`src/rtl/mem_arbiter_if.sv`:
```
// ============================================================================
// Module      : mem_arbiter_if
// Description : Two requester ports plus the shared memory port of mem_arbiter.
// Revision    : 1.0 - initial release
// ============================================================================
`default_nettype none

interface mem_arbiter_if;
  logic        r0_req;
  logic        r1_req;
  logic        r0_we;
  logic        r1_we;
  logic [2:0]  r0_funct3;
  logic [2:0]  r1_funct3;
  logic [31:0] r0_addr;
  logic [31:0] r1_addr;
  logic [31:0] r0_wdata;
  logic [31:0] r1_wdata;
  logic        r0_gnt;
  logic        r1_gnt;
  logic        r0_rvalid;
  logic        r1_rvalid;
  logic [31:0] r0_rdata;
  logic [31:0] r1_rdata;
  logic        write_mem;
  logic [2:0]  funct3;
  logic [31:0] write_address;
  logic [31:0] write_data;
  logic [31:0] read_address;
  logic [31:0] read_data;

  // Arbiter side
  modport slave (
    input  r0_req, r1_req, r0_we, r1_we, r0_funct3, r1_funct3,
           r0_addr, r1_addr, r0_wdata, r1_wdata, read_data,
    output r0_gnt, r1_gnt, r0_rvalid, r1_rvalid, r0_rdata, r1_rdata,
           write_mem, funct3, write_address, write_data, read_address
  );

  // Requesters and memory side
  modport master (
    output r0_req, r1_req, r0_we, r1_we, r0_funct3, r1_funct3,
           r0_addr, r1_addr, r0_wdata, r1_wdata, read_data,
    input  r0_gnt, r1_gnt, r0_rvalid, r1_rvalid, r0_rdata, r1_rdata,
           write_mem, funct3, write_address, write_data, read_address
  );
endinterface

`default_nettype wire

```
`src/rtl/mem_arbiter.sv`:
```
// ============================================================================
// Module      : mem_arbiter
// Description : Two-requester arbiter onto one memory port with load routing
//               and a saturating conflict counter. Define MEM_ARBITER_RR_EN
//               for round-robin tie breaking (default: requester 0 priority).
// Revision    : 1.0 - initial release
// ============================================================================
`default_nettype none

module mem_arbiter #(
  parameter int CNT_W = 16
) (
  input  logic             clk,
  input  logic             rst_n,
  mem_arbiter_if.slave     bus,
  output logic [CNT_W-1:0] conflict_cnt
);

`ifdef MEM_ARBITER_RR_EN
  localparam logic c_RR_EN = 1'b1;
`else
  localparam logic c_RR_EN = 1'b0;
`endif

  logic             r_pending;
  logic             r_owner;
  logic             r_last_winner;
  logic [CNT_W-1:0] r_conflict_cnt;

  logic w_both;
  logic w_tie_r1;
  logic w_gnt0;
  logic w_gnt1;
  logic w_any_gnt;
  logic w_sel_we;

  assign w_both    = bus.r0_req & bus.r1_req;
  // In round-robin mode the requester that did not win last takes the tie
  assign w_tie_r1  = c_RR_EN & ~r_last_winner;
  assign w_gnt1    = bus.r1_req & (~bus.r0_req | w_tie_r1);
  assign w_gnt0    = bus.r0_req & ~w_gnt1;
  assign w_any_gnt = w_gnt0 | w_gnt1;
  assign w_sel_we  = w_gnt1 ? bus.r1_we : bus.r0_we;

  assign bus.r0_gnt = w_gnt0;
  assign bus.r1_gnt = w_gnt1;

  always_comb begin
    bus.write_mem     = 1'b0;
    bus.funct3        = 3'b000;
    bus.write_address = 32'h0;
    bus.write_data    = 32'h0;
    bus.read_address  = 32'h0;
    if (w_gnt0) begin
      bus.write_mem     = bus.r0_we;
      bus.funct3        = bus.r0_funct3;
      bus.write_address = bus.r0_addr;
      bus.write_data    = bus.r0_wdata;
      bus.read_address  = bus.r0_addr;
    end else if (w_gnt1) begin
      bus.write_mem     = bus.r1_we;
      bus.funct3        = bus.r1_funct3;
      bus.write_address = bus.r1_addr;
      bus.write_data    = bus.r1_wdata;
      bus.read_address  = bus.r1_addr;
    end
  end

  // Owner and pending are re-captured every edge so back-to-back loads route correctly
  always_ff @(posedge clk or negedge rst_n) begin
    if (!rst_n) begin
      r_pending     <= 1'b0;
      r_owner       <= 1'b0;
      r_last_winner <= 1'b1;
    end else begin
      r_pending <= w_any_gnt & ~w_sel_we;
      if (w_any_gnt) begin
        r_owner       <= w_gnt1;
        r_last_winner <= w_gnt1;
      end
    end
  end

  always_ff @(posedge clk or negedge rst_n) begin
    if (!rst_n) begin
      r_conflict_cnt <= '0;
    end else if (w_both && (r_conflict_cnt != {CNT_W{1'b1}})) begin
      r_conflict_cnt <= r_conflict_cnt + 1'b1;
    end
  end

  assign conflict_cnt  = r_conflict_cnt;
  assign bus.r0_rvalid = r_pending & ~r_owner;
  assign bus.r1_rvalid = r_pending &  r_owner;
  assign bus.r0_rdata  = bus.r0_rvalid ? bus.read_data : 32'h0;
  assign bus.r1_rdata  = bus.r1_rvalid ? bus.read_data : 32'h0;

endmodule

`default_nettype wire

```
`src/flat_wrapper.sv`:
```
// flat-port wrapper written by rule: the top's interface ports become plain ports
module mem_arbiter_flat 
#(
  parameter int CNT_W = 16
)
  (clk, rst_n, conflict_cnt, bus_r0_req, bus_r1_req, bus_r0_we, bus_r1_we, bus_r0_funct3, bus_r1_funct3, bus_r0_addr, bus_r1_addr, bus_r0_wdata, bus_r1_wdata, bus_read_data, bus_r0_gnt, bus_r1_gnt, bus_r0_rvalid, bus_r1_rvalid, bus_r0_rdata, bus_r1_rdata, bus_write_mem, bus_funct3, bus_write_address, bus_write_data, bus_read_address);
  mem_arbiter_if bus_i ();
  input  logic clk;
  input  logic rst_n;
  output logic [CNT_W-1:0] conflict_cnt;
  input wire logic [$bits(bus_i.r0_req)-1:0] bus_r0_req;
  input wire logic [$bits(bus_i.r1_req)-1:0] bus_r1_req;
  input wire logic [$bits(bus_i.r0_we)-1:0] bus_r0_we;
  input wire logic [$bits(bus_i.r1_we)-1:0] bus_r1_we;
  input wire logic [$bits(bus_i.r0_funct3)-1:0] bus_r0_funct3;
  input wire logic [$bits(bus_i.r1_funct3)-1:0] bus_r1_funct3;
  input wire logic [$bits(bus_i.r0_addr)-1:0] bus_r0_addr;
  input wire logic [$bits(bus_i.r1_addr)-1:0] bus_r1_addr;
  input wire logic [$bits(bus_i.r0_wdata)-1:0] bus_r0_wdata;
  input wire logic [$bits(bus_i.r1_wdata)-1:0] bus_r1_wdata;
  input wire logic [$bits(bus_i.read_data)-1:0] bus_read_data;
  output wire logic [$bits(bus_i.r0_gnt)-1:0] bus_r0_gnt;
  output wire logic [$bits(bus_i.r1_gnt)-1:0] bus_r1_gnt;
  output wire logic [$bits(bus_i.r0_rvalid)-1:0] bus_r0_rvalid;
  output wire logic [$bits(bus_i.r1_rvalid)-1:0] bus_r1_rvalid;
  output wire logic [$bits(bus_i.r0_rdata)-1:0] bus_r0_rdata;
  output wire logic [$bits(bus_i.r1_rdata)-1:0] bus_r1_rdata;
  output wire logic [$bits(bus_i.write_mem)-1:0] bus_write_mem;
  output wire logic [$bits(bus_i.funct3)-1:0] bus_funct3;
  output wire logic [$bits(bus_i.write_address)-1:0] bus_write_address;
  output wire logic [$bits(bus_i.write_data)-1:0] bus_write_data;
  output wire logic [$bits(bus_i.read_address)-1:0] bus_read_address;
  assign bus_i.r0_req = bus_r0_req;
  assign bus_i.r1_req = bus_r1_req;
  assign bus_i.r0_we = bus_r0_we;
  assign bus_i.r1_we = bus_r1_we;
  assign bus_i.r0_funct3 = bus_r0_funct3;
  assign bus_i.r1_funct3 = bus_r1_funct3;
  assign bus_i.r0_addr = bus_r0_addr;
  assign bus_i.r1_addr = bus_r1_addr;
  assign bus_i.r0_wdata = bus_r0_wdata;
  assign bus_i.r1_wdata = bus_r1_wdata;
  assign bus_i.read_data = bus_read_data;
  assign bus_r0_gnt = bus_i.r0_gnt;
  assign bus_r1_gnt = bus_i.r1_gnt;
  assign bus_r0_rvalid = bus_i.r0_rvalid;
  assign bus_r1_rvalid = bus_i.r1_rvalid;
  assign bus_r0_rdata = bus_i.r0_rdata;
  assign bus_r1_rdata = bus_i.r1_rdata;
  assign bus_write_mem = bus_i.write_mem;
  assign bus_funct3 = bus_i.funct3;
  assign bus_write_address = bus_i.write_address;
  assign bus_write_data = bus_i.write_data;
  assign bus_read_address = bus_i.read_address;
  mem_arbiter #(.CNT_W(CNT_W)) u_core (.clk(clk), .rst_n(rst_n), .bus(bus_i), .conflict_cnt(conflict_cnt));
endmodule
```
`config.mk`:
```
export PLATFORM = sky130hd
export DESIGN_NAME = mem_arbiter_flat
export DESIGN_NICKNAME = d
export VERILOG_FILES = /design/src/rtl/mem_arbiter_if.sv /design/src/rtl/mem_arbiter.sv /design/src/flat_wrapper.sv
export SDC_FILE = /design/constraint.sdc
export NUM_CORES = 1
export LEC_CHECK = 0
export ABC_AREA = 0
export ABC_CLOCK_PERIOD_IN_PS = 2350
export BUFFER_PORTS_ARGS = -buffer_cell sky130_fd_sc_hd__buf_4
export CELL_PAD_IN_SITES_DETAIL_PLACEMENT = 1
export CELL_PAD_IN_SITES_GLOBAL_PLACEMENT = 1
export CORE_AREA = 2 2 139 141
export CTS_CLUSTER_SIZE = 12
export DETAILED_ROUTE_END_ITERATION = 10
export DIE_AREA = 0 0 141 143
export PLACE_DENSITY = 0.64
export SYNTH_ARGS = -nofsm -noshare
export SYNTH_HDL_FRONTEND = slang
export SYNTH_SLANG_ARGS = --single-unit
```
`constraint.sdc`:
```
create_clock -name clk -period 2.35 [get_ports clk]
set_clock_uncertainty 0.2 [all_clocks]
set_input_delay 0.235 -clock clk [delete_from_list [all_inputs] [get_ports clk]]
set_output_delay 0.235 -clock clk [all_outputs]
set_load 0.02 [all_outputs]
```
# [Word level (Yosys, flattened, before mapping)]
# Cells that the tools add are included.
[totals] ff_bits=18 inputBits=172 word_cells=28
[classes] n_addsub=1 n_eq_ne=1 mux=11 n_bitwise=11 n_reduce_logical=1
[op_table] operator="32-bit two-way mux" count=6
[op_table] operator="16-bit by 1-bit adder with 16-bit output, second input constant" count=1
[op_table] operator="16-bit inequality test, second input constant" count=1
[op_table] operator="1-bit bitwise AND" count=6
[op_table] operator="3-bit two-way mux" count=2
[op_table] operator="1-bit NOT" count=4
[op_table] operator="1-bit two-way mux" count=3
[op_table] operator="1-bit logical AND" count=1
[op_table] operator="1-bit OR" count=1

# [Depth between registers and ports, before layout]
[logic_depth] word_depth=6 mapped_depth=6 ltp_nobuf=5

# [Least setup slack after synthesis]
# Ideal clock, no wire load.
[synth_path] kind="register to register" from="register u_core.r_conflict_cnt[0] (netlist: u_core.conflict_cnt[0])" to="register u_core.r_conflict_cnt[4] (netlist: u_core.conflict_cnt[4])" setup_ns=0.131 arrival_time_ns=1.700 slack_ns=0.320 path_stages_with_launch=7 synth_period_minus_slack_ns=2.030 path_cell_list="dfrtp_1 -> ha_1 -> nand4_1 -> o41a_1 -> buf_2 -> nand4_1 -> xnor2_1"
[synth_between] elab_chain_cells=2 elab_cells_between_ends=3
[synth_lines] item="start: declaration" line="mem_arbiter.sv:28" text="logic [CNT_W-1:0] r_conflict_cnt;"
[synth_lines] item="start signal: assignment" line="mem_arbiter.sv:88" text="r_conflict_cnt <= r_conflict_cnt + 1'b1;"
[synth_lines] item="branches (longest 2 deep; another with 16-bit by 1-bit adder with 16-bit output)"
# Several ways; the timed one is not identified.
# A chain may end at the register's enable or synchronous reset.

# [Final worst setup path]
[layout_path] from="register u_core.r_conflict_cnt[0] (netlist: u_core.conflict_cnt[0])" to="register u_core.r_conflict_cnt[1] (netlist: u_core.conflict_cnt[1])"
# Same word-level chain as after synthesis.

==> results.txt <==
CP max stage delay: 670 ps
Simple-gate share of the synthesized area: 0.281
Final Slew Violations: 0
Root buf cell: clkbuf_16
CTS clk-pin slew, worst paths: 50 ps
Syn. warnings: 0
Setup slack, reg-to-reg: 160 ps
Post-synth ARST share: 1.00
Global route overflow: 0
TritonCTS clock tree: yes
First-pass iteration count of the detailed router: 4
Gr usage total: 0.117
Syn_nets: 442
Synth Area in XOR/XNOR: 0.0565
Critical path arrival: 2130 ps
Adder-Cell Fraction of Synth Area: 0.00576
Max-slew headroom: 0.545
WL/cell: 16.8 microns
Post-synth top area share: 0.274
H-tree levels: 1
Top-Level Pins: 356
DR iter-0 viols: 55
Clock Latency Late Sink: 250 ps
Layout area overhead: 128%
Slowest library cell on the worst path: o41a_2
Most common flop cell mapped by yosys: dfrtp_1
First-pass GRT wire length: 18.8 mm
Total power: 0.00211 W
Die Height: 143 microns
Synthesized flop and latch total: 18
Critical path class: flop to flop
Routed Antenna Nets: 0
Num CTS Buffers: 3
Setup violations, final: 0
Crit path launch type: flop
Buffers on Ports: 355
Synth Area in Compound Gates: 0.280
VDD IR max: 0.000313 V
Worst setup EP type: flop
Clock tree buffer depth: 2
Core ar.: 18600 sq um
Multi-input logic area: 1380 sq um
Initial antenna violation count: 0
Most common cell in the synthesized netlist: a22o_1
WP data required: 2290 ps
Distinct cells, synth: 21
DIE AREA: 20200 sq um
Post-DP HPWL: 11.7 mm
Mux cell area share after synthesis: 0.0104
# DRC: 0
Die X-Extent: 141 microns
Pleak: 2.72 nW
Status: completed
Post-synth EDFFs: 0
Clock Sinks: 18
Largest family of logic cells by synthesized area: simple AND/OR/NAND/NOR gates
Commonest cells post-synth: a22o_1 (68), and2_1 (34), and3_1 (33)
Final Critical Period: 2190 ps
Final period util: 0.932
Final nets: 750
Setup_tns: 0 ps
Worst-Margin Slew: 677 ps
Cell Area, Synth: 2170 sq um
DR vias/cell: 4.06
Routability cong.: 0.750
Yosys top cell by area: a22o_1
# diodes: 0
Cell Rows: 50
Final wirelength: 13.6 mm
Worst-path fanout max: 13
Synth Instances: 269
Hold Crit Class: input port to flop
Fmax: 457 MHz
Routed via count: 3285
Fillers: 2259
Sequential area share after synthesis: 0.207
Register Area: 450 sq um
Cell Pwr Density: 426 nW/um^2
Share of cells above drive strength 1: 0.641
Starting Density: 0.117
Max Cap Viol: 0
Largest net degree at the start of global routing: 70
Number of global-route vias before repair: 3342
Unrepaired setup endpoints after global routing: false
Average size of a mapped cell: 8.07 sq um
Hold Fails Final Rpt: 0
Largest cells by area after synthesis: a22o_1 (27%), dfrtp_1 (21%), buf_4 (11%)
Critical path, cell by cell: ha_1 > nand4_1 > o41a_2 > mux2_2
[stage by stage]
stage / hold WS, ps / cells / instance area, sq um / setup slack (ps) / utilization
after CTS: 31.8 / 810 / 4950 / 140 / 0.266
after global placement: -76.8 / 805 / 4850 / 203 / 0.261
after floorplan: -261 / 269 / 2170 / 320 / -
after detailed placement: -74.7 / 805 / 4850 / 192 / 0.261
final: 24.4 / 810 / 4950 / 160 / 0.266
after global routing: 45.4 / 810 / 4950 / 44.1 / 0.266
[repair_timing]
item / in CTS / in global routing
hold buffers: 1 / 0
buffers inserted: 0 / 0
endpoints found under the setup margin: 0 / 1
hold endpoints to repair: 18 / 0
gates resized for setup: 0 / 1
[cell usage in the layout (no fill, tap or decap)]
master | Yosys | final
a22o_1 | 68 | 68
and2_1 | 34 | 34
and3_1 | 33 | 33
and4_1 | 2 | 2
buf_12 | 0 | 1
buf_4 | 32 | 360
clkbuf_16 | 0 | 3
clkbuf_8 | 0 | 1
dfrtp_1 | 18 | 18
dlygate4sd3_1 | 0 | 1
ha_1 | 1 | 1
mux2_2 | 2 | 2
nand2_1 | 9 | 9
nand3_1 | 6 | 6
nand4_1 | 7 | 7
nor2_1 | 10 | 10
nor2b_1 | 2 | 1
nor2b_4 | 0 | 1
nor3_1 | 2 | 2
o41a_2 | 0 | 1
or3_1 | 1 | 1
xnor2_1 | 11 | 11
xor2_1 | 3 | 3
[power by group]
group | internal, W | leakage [nW] | total, W | switching, W
combinational | 0.000628 | 2.44 | 0.00129 | 0.000659
sequential | 0.000362 | 0.236 | 0.000439 | 0.0000767
clock | 0.000259 | 0.0442 | 0.000383 | 0.000123
[worst max-delay path: cells and delay by family (launching register included)]
family / cells / cell delay, ps
AOI/OAI and AO/OA: 1 / 670
adders and majority gates: 1 / 260
DFF: 1 / 430
muxes: 1 / 310
and+or+nand+nor: 1 / 200
[registers in the layout (all words and copies together) (netlist names)]
register,cells
u_core.conflict_cnt,16
u_core.r_pending,1
u_core.r_owner,1
[routing by layer]
layer | up-vias | wire length [microns] | share of wire | global-route usage
met3 | 7 | 1170 | 0.086 | 0.0241
li1 | 1568 | - | - | -
met5 | - | 0 | 0 | 0
met1 | 1500 | 5200 | 0.38 | 0.138
met4 | 0 | 60 | 0.0044 | 0.0126
met2 | 210 | 7200 | 0.53 | 0.226
[final timing paths]
| path | startpoint | endpoint | depth (start not counted) |
|---|---|---|---|
| setup reg to reg | u_core.conflict_cnt[0] | u_core.conflict_cnt[1] | 4 |
| min in group asynchronous | rst_n | u_core.conflict_cnt[4] | 2 |
| hold reg to reg | u_core.conflict_cnt[15] | u_core.conflict_cnt[15] | 1 |
| max in group asynchronous | rst_n | u_core.r_pending | 2 |
| hold / removal | bus_r0_req | u_core.r_owner | 2 |
| setup / recovery | u_core.conflict_cnt[0] | u_core.conflict_cnt[1] | 4 |
[cells by family after synthesis]
| family | Yosys count |
|---|---|
| simple gates | 106 |
| compound gates | 69 |
| flops | 18 |
| mux | 2 |
| fa+ha+maj | 1 |
| buf+inv | 59 |
| xor+xnor | 14 |
[cell type report]
class | instances | area share
timing repair buffer | 362 | 0.552
multi-input combinational | 192 | 0.280
sequential | 18 | 0.0910
tap | 234 | 0.0592
clock buffer | 4 | 0.0180
Power figures use the tool's default switching activity.
